`config.mk`:
```
export PLATFORM = sky130hd
export DESIGN_NAME = mem_write_monitor
export DESIGN_NICKNAME = d
export VERILOG_FILES = /design/src/rtl/mon_pkg.sv /design/src/rtl/wlog_fifo.sv /design/src/rtl/mem_write_monitor.sv
export SDC_FILE = /design/constraint.sdc
export NUM_CORES = 1
export LEC_CHECK = 0
export CAP_MARGIN = 25
export CORE_ASPECT_RATIO = 1.2
export CORE_MARGIN = 5
export CORE_UTILIZATION = 25
export CTS_BUF_LIST = sky130_fd_sc_hd__clkbuf_4 sky130_fd_sc_hd__clkbuf_8
export DETAILED_ROUTE_END_ITERATION = 10
export PLACE_DENSITY_LB_ADDON = 0.15
export SLEW_MARGIN = 20
export SYNTH_ARGS = -nofsm -noshare
export SYNTH_HDL_FRONTEND = slang
export SYNTH_SLANG_ARGS = --single-unit
export TNS_END_PERCENT = 1
```
`constraint.sdc`:
```
create_clock -name clk -period 2.9 [get_ports clk]
set_input_delay 0.435 -clock clk [delete_from_list [all_inputs] [get_ports clk]]
set_output_delay 0.435 -clock clk [all_outputs]
set_load 0.05 [all_outputs]
```
`src/rtl/mon_pkg.sv`:
```
// Shared types for the data-memory write monitor: run states and the end-of-test signature table.
package mon_pkg;

    localparam int unsigned NSIG  = 5;
    localparam int unsigned LOG_W = 48;

    typedef struct packed {
        logic [63:0] adr;
        logic [63:0] dat;
    } sig_t;

    typedef enum logic [1:0] {
        ST_RUN,
        ST_DRAIN,
        ST_DONE,
        ST_FAIL
    } mon_state_t;

    function automatic sig_t sig_at(input int unsigned i);
        case (i)
            0:       return '{adr: 64'd100, dat: 64'd7};
            1:       return '{adr: 64'd508, dat: 64'd7};
            2:       return '{adr: 64'd80,  dat: 64'd1};
            3:       return '{adr: 64'd320, dat: 64'd4950};
            4:       return '{adr: 64'd100, dat: 64'd6};
            default: return '{adr: '0, dat: '0};
        endcase
    endfunction

endpackage

```
`src/rtl/wlog_fifo.sv`:
```
// Store-log FIFO: register array with extra-MSB pointers; head shown on rdata (zero when empty).
module wlog_fifo #(
    parameter int unsigned WIDTH = 48,
    parameter int unsigned DEPTH = 8
) (
    input  logic             clk,
    input  logic             rst_n,
    input  logic             push,
    input  logic             pop,
    input  logic [WIDTH-1:0] wdata,
    output logic [WIDTH-1:0] rdata,
    output logic             full,
    output logic             empty
);

    localparam int unsigned AW = $clog2(DEPTH);

    logic [WIDTH-1:0] mem [DEPTH];
    logic [AW:0]      wr_ptr;
    logic [AW:0]      rd_ptr;
    logic             do_push;
    logic             do_pop;

    assign empty = (wr_ptr == rd_ptr);
    assign full  = (wr_ptr[AW] != rd_ptr[AW]) && (wr_ptr[AW-1:0] == rd_ptr[AW-1:0]);

    // A pop on a full log frees the head slot in the same edge, so the push may reuse it.
    assign do_pop  = pop && !empty;
    assign do_push = push && (!full || do_pop);

    assign rdata = empty ? '0 : mem[rd_ptr[AW-1:0]];

    always_ff @(posedge clk or negedge rst_n) begin
        if (!rst_n) begin
            wr_ptr <= '0;
            rd_ptr <= '0;
            for (int unsigned i = 0; i < DEPTH; i++) begin
                mem[i] <= '0;
            end
        end else begin
            if (do_push) begin
                mem[wr_ptr[AW-1:0]] <= wdata;
                wr_ptr              <= wr_ptr + 1'b1;
            end
            if (do_pop) begin
                rd_ptr <= rd_ptr + 1'b1;
            end
        end
    end

endmodule

```
`src/rtl/mem_write_monitor.sv`:
```
// Run monitor on the CPU store port: signature match, watchdog, cycle/store counters and a store log.
module mem_write_monitor
    import mon_pkg::*;
#(
    parameter int unsigned WATCHDOG  = 500,
    parameter int unsigned DRAIN     = 10,
    parameter int unsigned LOG_DEPTH = 8
) (
    input  logic              clk,
    input  logic              reset,
    input  logic [1:0]        memwrite,
    input  logic [63:0]       dataadr,
    input  logic [63:0]       writedata,
    input  logic              log_pop,
    output logic              log_valid,
    output logic [LOG_W-1:0]  log_data,
    output logic              log_ovf,
    output logic              done,
    output logic              pass,
    output logic [2:0]        pass_id,
    output logic [31:0]       cycle_count,
    output logic [31:0]       store_count
);

    localparam int unsigned          DW         = $clog2(DRAIN + 1);
    localparam logic [DW-1:0]        DRAIN_LAST = DW'(DRAIN - 1);
    localparam logic [31:0]          WD_LAST    = 32'(WATCHDOG - 1);

    mon_state_t  state;
    logic [DW-1:0] drain_cnt;
    logic        store;
    logic        active;
    logic        push;
    logic        hit;
    logic [2:0]  hit_id;
    logic        log_full;
    logic        log_empty;

    assign store  = |memwrite;
    assign active = (state == ST_RUN) || (state == ST_DRAIN);
    assign push   = store && active;

    always_comb begin
        hit    = 1'b0;
        hit_id = '0;
        for (int unsigned i = 0; i < NSIG; i++) begin
            if (!hit && store && dataadr == sig_at(i).adr && writedata == sig_at(i).dat) begin
                hit    = 1'b1;
                hit_id = 3'(i);
            end
        end
    end

    wlog_fifo #(
        .WIDTH (LOG_W),
        .DEPTH (LOG_DEPTH)
    ) u_log (
        .clk   (clk),
        .rst_n (reset),
        .push  (push),
        .pop   (log_pop),
        .wdata ({dataadr[15:0], writedata[31:0]}),
        .rdata (log_data),
        .full  (log_full),
        .empty (log_empty)
    );

    assign log_valid = !log_empty;

    always_ff @(posedge clk or negedge reset) begin
        if (!reset) begin
            state       <= ST_RUN;
            drain_cnt   <= '0;
            cycle_count <= '0;
            store_count <= '0;
            pass_id     <= '0;
            done        <= 1'b0;
            pass        <= 1'b0;
            log_ovf     <= 1'b0;
        end else begin
            if (push) begin
                store_count <= store_count + 32'd1;
            end
            if (push && log_full && !log_pop) begin
                log_ovf <= 1'b1;
            end
            case (state)
                ST_RUN: begin
                    cycle_count <= cycle_count + 32'd1;
                    // A match on the watchdog's last cycle still counts as a pass.
                    if (hit) begin
                        state     <= ST_DRAIN;
                        pass_id   <= hit_id;
                        drain_cnt <= '0;
                    end else if (cycle_count == WD_LAST) begin
                        state <= ST_FAIL;
                        done  <= 1'b1;
                    end
                end
                ST_DRAIN: begin
                    if (drain_cnt == DRAIN_LAST) begin
                        state <= ST_DONE;
                        done  <= 1'b1;
                        pass  <= 1'b1;
                    end else begin
                        drain_cnt <= drain_cnt + 1'b1;
                    end
                end
                default: ;
            endcase
        end
    end

endmodule

```
==> run_results.csv <==
group,metric,value,unit
run_status,outcome,"finished with violations",
run_status,violations,"setup timing",
sta,tns,-0.735,ns
pwr,seq_power_share,0.359,
setup_path,critical_path.top_delay_family,"multiplexers",
grt,gr-usage-met2,0.240,
layout,fillers,8350,
cts,clk_path_buf_depth,3,
pwr,swShare,0.311,
layout,nNetsFinal,1995,
setup_path,crit_path_start_kind,"flip-flop",
sta,clock.fmax,0.337,GHz
setup_path,path_max_fanout,6,
grt,grt-ovfl-total,0,
placement,gp_congestion,0.845,
setup_path,endpoint_kind,"output port",
setup_path,cp.depth,5,
synth,synth_flop_cell,"dfrtp_1",
cts,cts_root_buffer,"clkbuf_8",
placement,placed_cell_area,26200,um^2
pwr,cellPowerDensity,666,nW/um^2
die,die_x,277,um
die,rows,117,
cts,cts.clk_slew.worst_paths,0.06,ns
setup_path,path_cells,"buf_6 > mux4_2 > mux2i_1 > nor2_1 > buf_4",
setup_path,worstPathRequired,2.47,ns
sta,post-route-min-period,2.97,ns
synth,ys_seq_elements,468,
grt,grt_pass1_wl,101,mm
synth,synth_nets,1605,
synth,synth_top_cell_area_share,0.546,
setup_path,cp_slowest_stage_delay,0.52,ns
synth,syn_inst,1466,
detailed_routing,wirelength,65.8,mm
pwr,p_leak,12.9,nW
synth,avgSynthCellArea,14.6,um^2
detailed_routing,vias,13918,
layout,final_cell_mix,"dfrtp_1 (465), mux2_2 (367), clkdlybuf4s50_1 (201)",
grt,antenna_found_initial,3,
layout,final_layout_size_suffix_gt1_frac,0.441,
sta,worstMarginPinSlew,0.651,ns
cts,cts_buffers,86,
cts,cts_max_level,3,
pwr,power.clock.fraction,0.352,
synth,synth_enable_flop_cells,0,
grt,met1_usage,0.186,
setup_path,crit_arrival,2.53,ns
grt,grt_most_used_layer,"met2",
detailed_routing,drt-pass1-iter-count,4,
placement,hpwl,41.8,mm
die,die_h,331,um
die,dieArea,91800,um^2
synth,yosysSeqAreaShare,0.546,
setup_path,r2r_cells,9,
run,maxCapViolCount,0,
detailed_routing,wl_per_cell,21.6,um
grt,first_global_vias,15737,
synth,synth_top_cell_by_area,"dfrtp_1",
setup_path,crit_buf_inv,2,
detailed_routing,ant_nets,0,
sta,slew_headroom,0.564,
sta,grt_setup_unrepaired,"yes",
sta,fin_ws,-0.0696,ns
sta,setup-violations-final,22,
setup_path,critPathSlowestCell,"dfrtp_4",
sta,skew,0.0364,ns
setup_path,reg2reg_slack,0.36,ns
die,ios,252,
sta,finalMaxSlewViolations,0,
layout,design_area,28700,um^2
sta,fin_hold_ws,0.320,ns
pwr,power_frac_comb,0.289,
cts,cts_tree,"yes",
detailed_routing,drc,0,
synth,synthArstFlopShare,1.00,
grt,grt_max_degree,96,
detailed_routing,drtIter0Drc,533,
detailed_routing,vias_per_cell,4.57,
min_path,hp-class,"primary input to async pin",
pwr,irDropWorstVdd,0.000485,V
layout,area_growth,33.7,%
sta,hold_viol,0,
cts,cts_sinks,468,
grt,grt_use_total,0.142,
layout,final_common_cell,"dfrtp_1",
cts,clk_latency,0.67,ns
pwr,power.internal,13.2,mW
die,fp.coreArea,85100,um^2
synth,syn-cell-area,21500,um^2
synth,synth_area_leaders,"dfrtp_1 (55%), mux2_2 (19%), mux4_2 (10%)",
sta,timing.final.crit_share,1.02,
placement,port_buffers,251,
setup_path,path_class,"flip-flop to output port",
synth,yosysWarningCount,0,
pwr,p_switching,5.94,mW
die,start_util,0.252,
synth,yosysUniqueCellTypes,47,
grt,grtUsageMet3,0.0339,
==> power by group through the flow <==
stage               clock network (mW)  registers (mW)  logic [mW]
CTS                               7.04            6.86        5.63
global route                      7.31            6.88        5.88
global placement                     0            7.00        4.70
finish                            6.73            6.86        5.51
floorplan                            0            6.89        2.91
detailed placement                   0            7.00        4.71
==> through the flow <==
step	setup slack [ns]	total power, mW	std cells	utilization
floorplan	0.307	9.79	1466	-
finish	-0.0696	19.1	3045	0.337
CTS	-0.202	19.5	3043	0.337
detailed placement	-0.217	11.7	2878	0.308
global route	-0.211	20.1	3045	0.337
global placement	-0.217	11.7	2878	0.308
==> layer usage <==
metal | wire (um) | vias up
li1 | - | 6196
met2 | 31800 | 331
met1 | 29400 | 7305
met5 | 21 | -
met4 | 1170 | 4
met3 | 3430 | 82
==> flip-flops by register name (all words and copies together), names as in the netlist, 2 cells and up <==
| name | cells |
|---|---|
| cycle_count | 32 |
| u_log.wr_ptr | 4 |
| state | 2 |
| u_log.mem | 384 |
| u_log.rd_ptr | 4 |
| pass_id | 3 |
| store_count | 32 |
| drain_cnt | 4 |
==> cells in the mapped netlist, types with 2 or more instances <==
library cell  instances
dfrtp_1             468
mux2_2              367
mux4_2               96
nor2_1               80
buf_2                54
xnor2_1              54
mux2i_1              49
nor4_1               36
nand2_1              35
nand3_1              34
clkbuf_1             30
nand4_1              25
mux2_1               20
xor2_1               20
nor3_1                9
and3_1                8
inv_1                 8
nor2b_1               8
ha_1                  6
and4_1                5
buf_1                 4
nand2b_1              4
or3_1                 4
or4_1                 4
a22oi_1               3
o21ai_0               3
o22ai_1               3
o41ai_1               3
a211oi_1              2
a21o_1                2
a21oi_1               2
buf_6                 2
nand4b_1              2
o21a_1                2
o31ai_1               2
==> worst register-to-register path: cells and delay by family (launching register included) <==
kind / cells / cell delay [ns]
XOR/XNOR: 1 / 0.16
AO/OA/AOI/OAI: 1 / 0.35
multiplexers: 1 / 0.37
flip-flops: 1 / 0.56
buffers and inverters: 3 / 0.57
AND/OR/NAND/NOR: 3 / 0.39
==> cell families after synthesis <==
group / after synthesis / synth area share
compound gates: 25 / 0.00921
fa+ha+maj: 6 / 0.00350
flops: 468 / 0.546
mux: 532 / 0.327
simple gates: 263 / 0.0636
xor+xnor: 74 / 0.0302
buf+inv: 98 / 0.0210
==> area by class of cell <==
cell class | count | area, um^2 | area share
Antenna cell | 1 | 2.50 | 0.0000872
Clock buffer | 136 | 1670 | 0.0583
Clock inverter | 10 | 153 | 0.00532
Inverter | 8 | 33.8 | 0.00118
Multi-Input combinational cell | 900 | 9500 | 0.331
Sequential cell | 468 | 11700 | 0.409
Tap cell | 1130 | 1410 | 0.0493
Timing Repair Buffer | 392 | 4200 | 0.146
==> worst paths after layout <==
| kind | from | end |
|---|---|---|
| max | u_log.rd_ptr[0]$_DFFE_PN0P_ | log_data[12] |
| max reg2reg | u_log.rd_ptr[0]$_DFFE_PN0P_ | u_log.mem[298]$_DFFE_PN0P_ |
| min reg2reg | u_log.wr_ptr[3]$_DFFE_PN0P_ | u_log.wr_ptr[3]$_DFFE_PN0P_ |
| min in group clk | u_log.wr_ptr[3]$_DFFE_PN0P_ | u_log.wr_ptr[3]$_DFFE_PN0P_ |
| max in group asynchronous | reset | u_log.mem[371]$_DFFE_PN0P_ |
| min | reset | cycle_count[27]$_DFFE_PN0P_ |
==> what timing repair did <==
action                                  in CTS  in global routing
resized for setup                           95                 10
endpoints found under the hold margin       41                  0
pin swaps                                    2                  4
buffers inserted                            13                  1
hold buffers                                 1                  0
endpoints found under the setup margin      49                 49
gates cloned                                 5                  1
No activity file was read; power rests on OpenSTA's default activity.
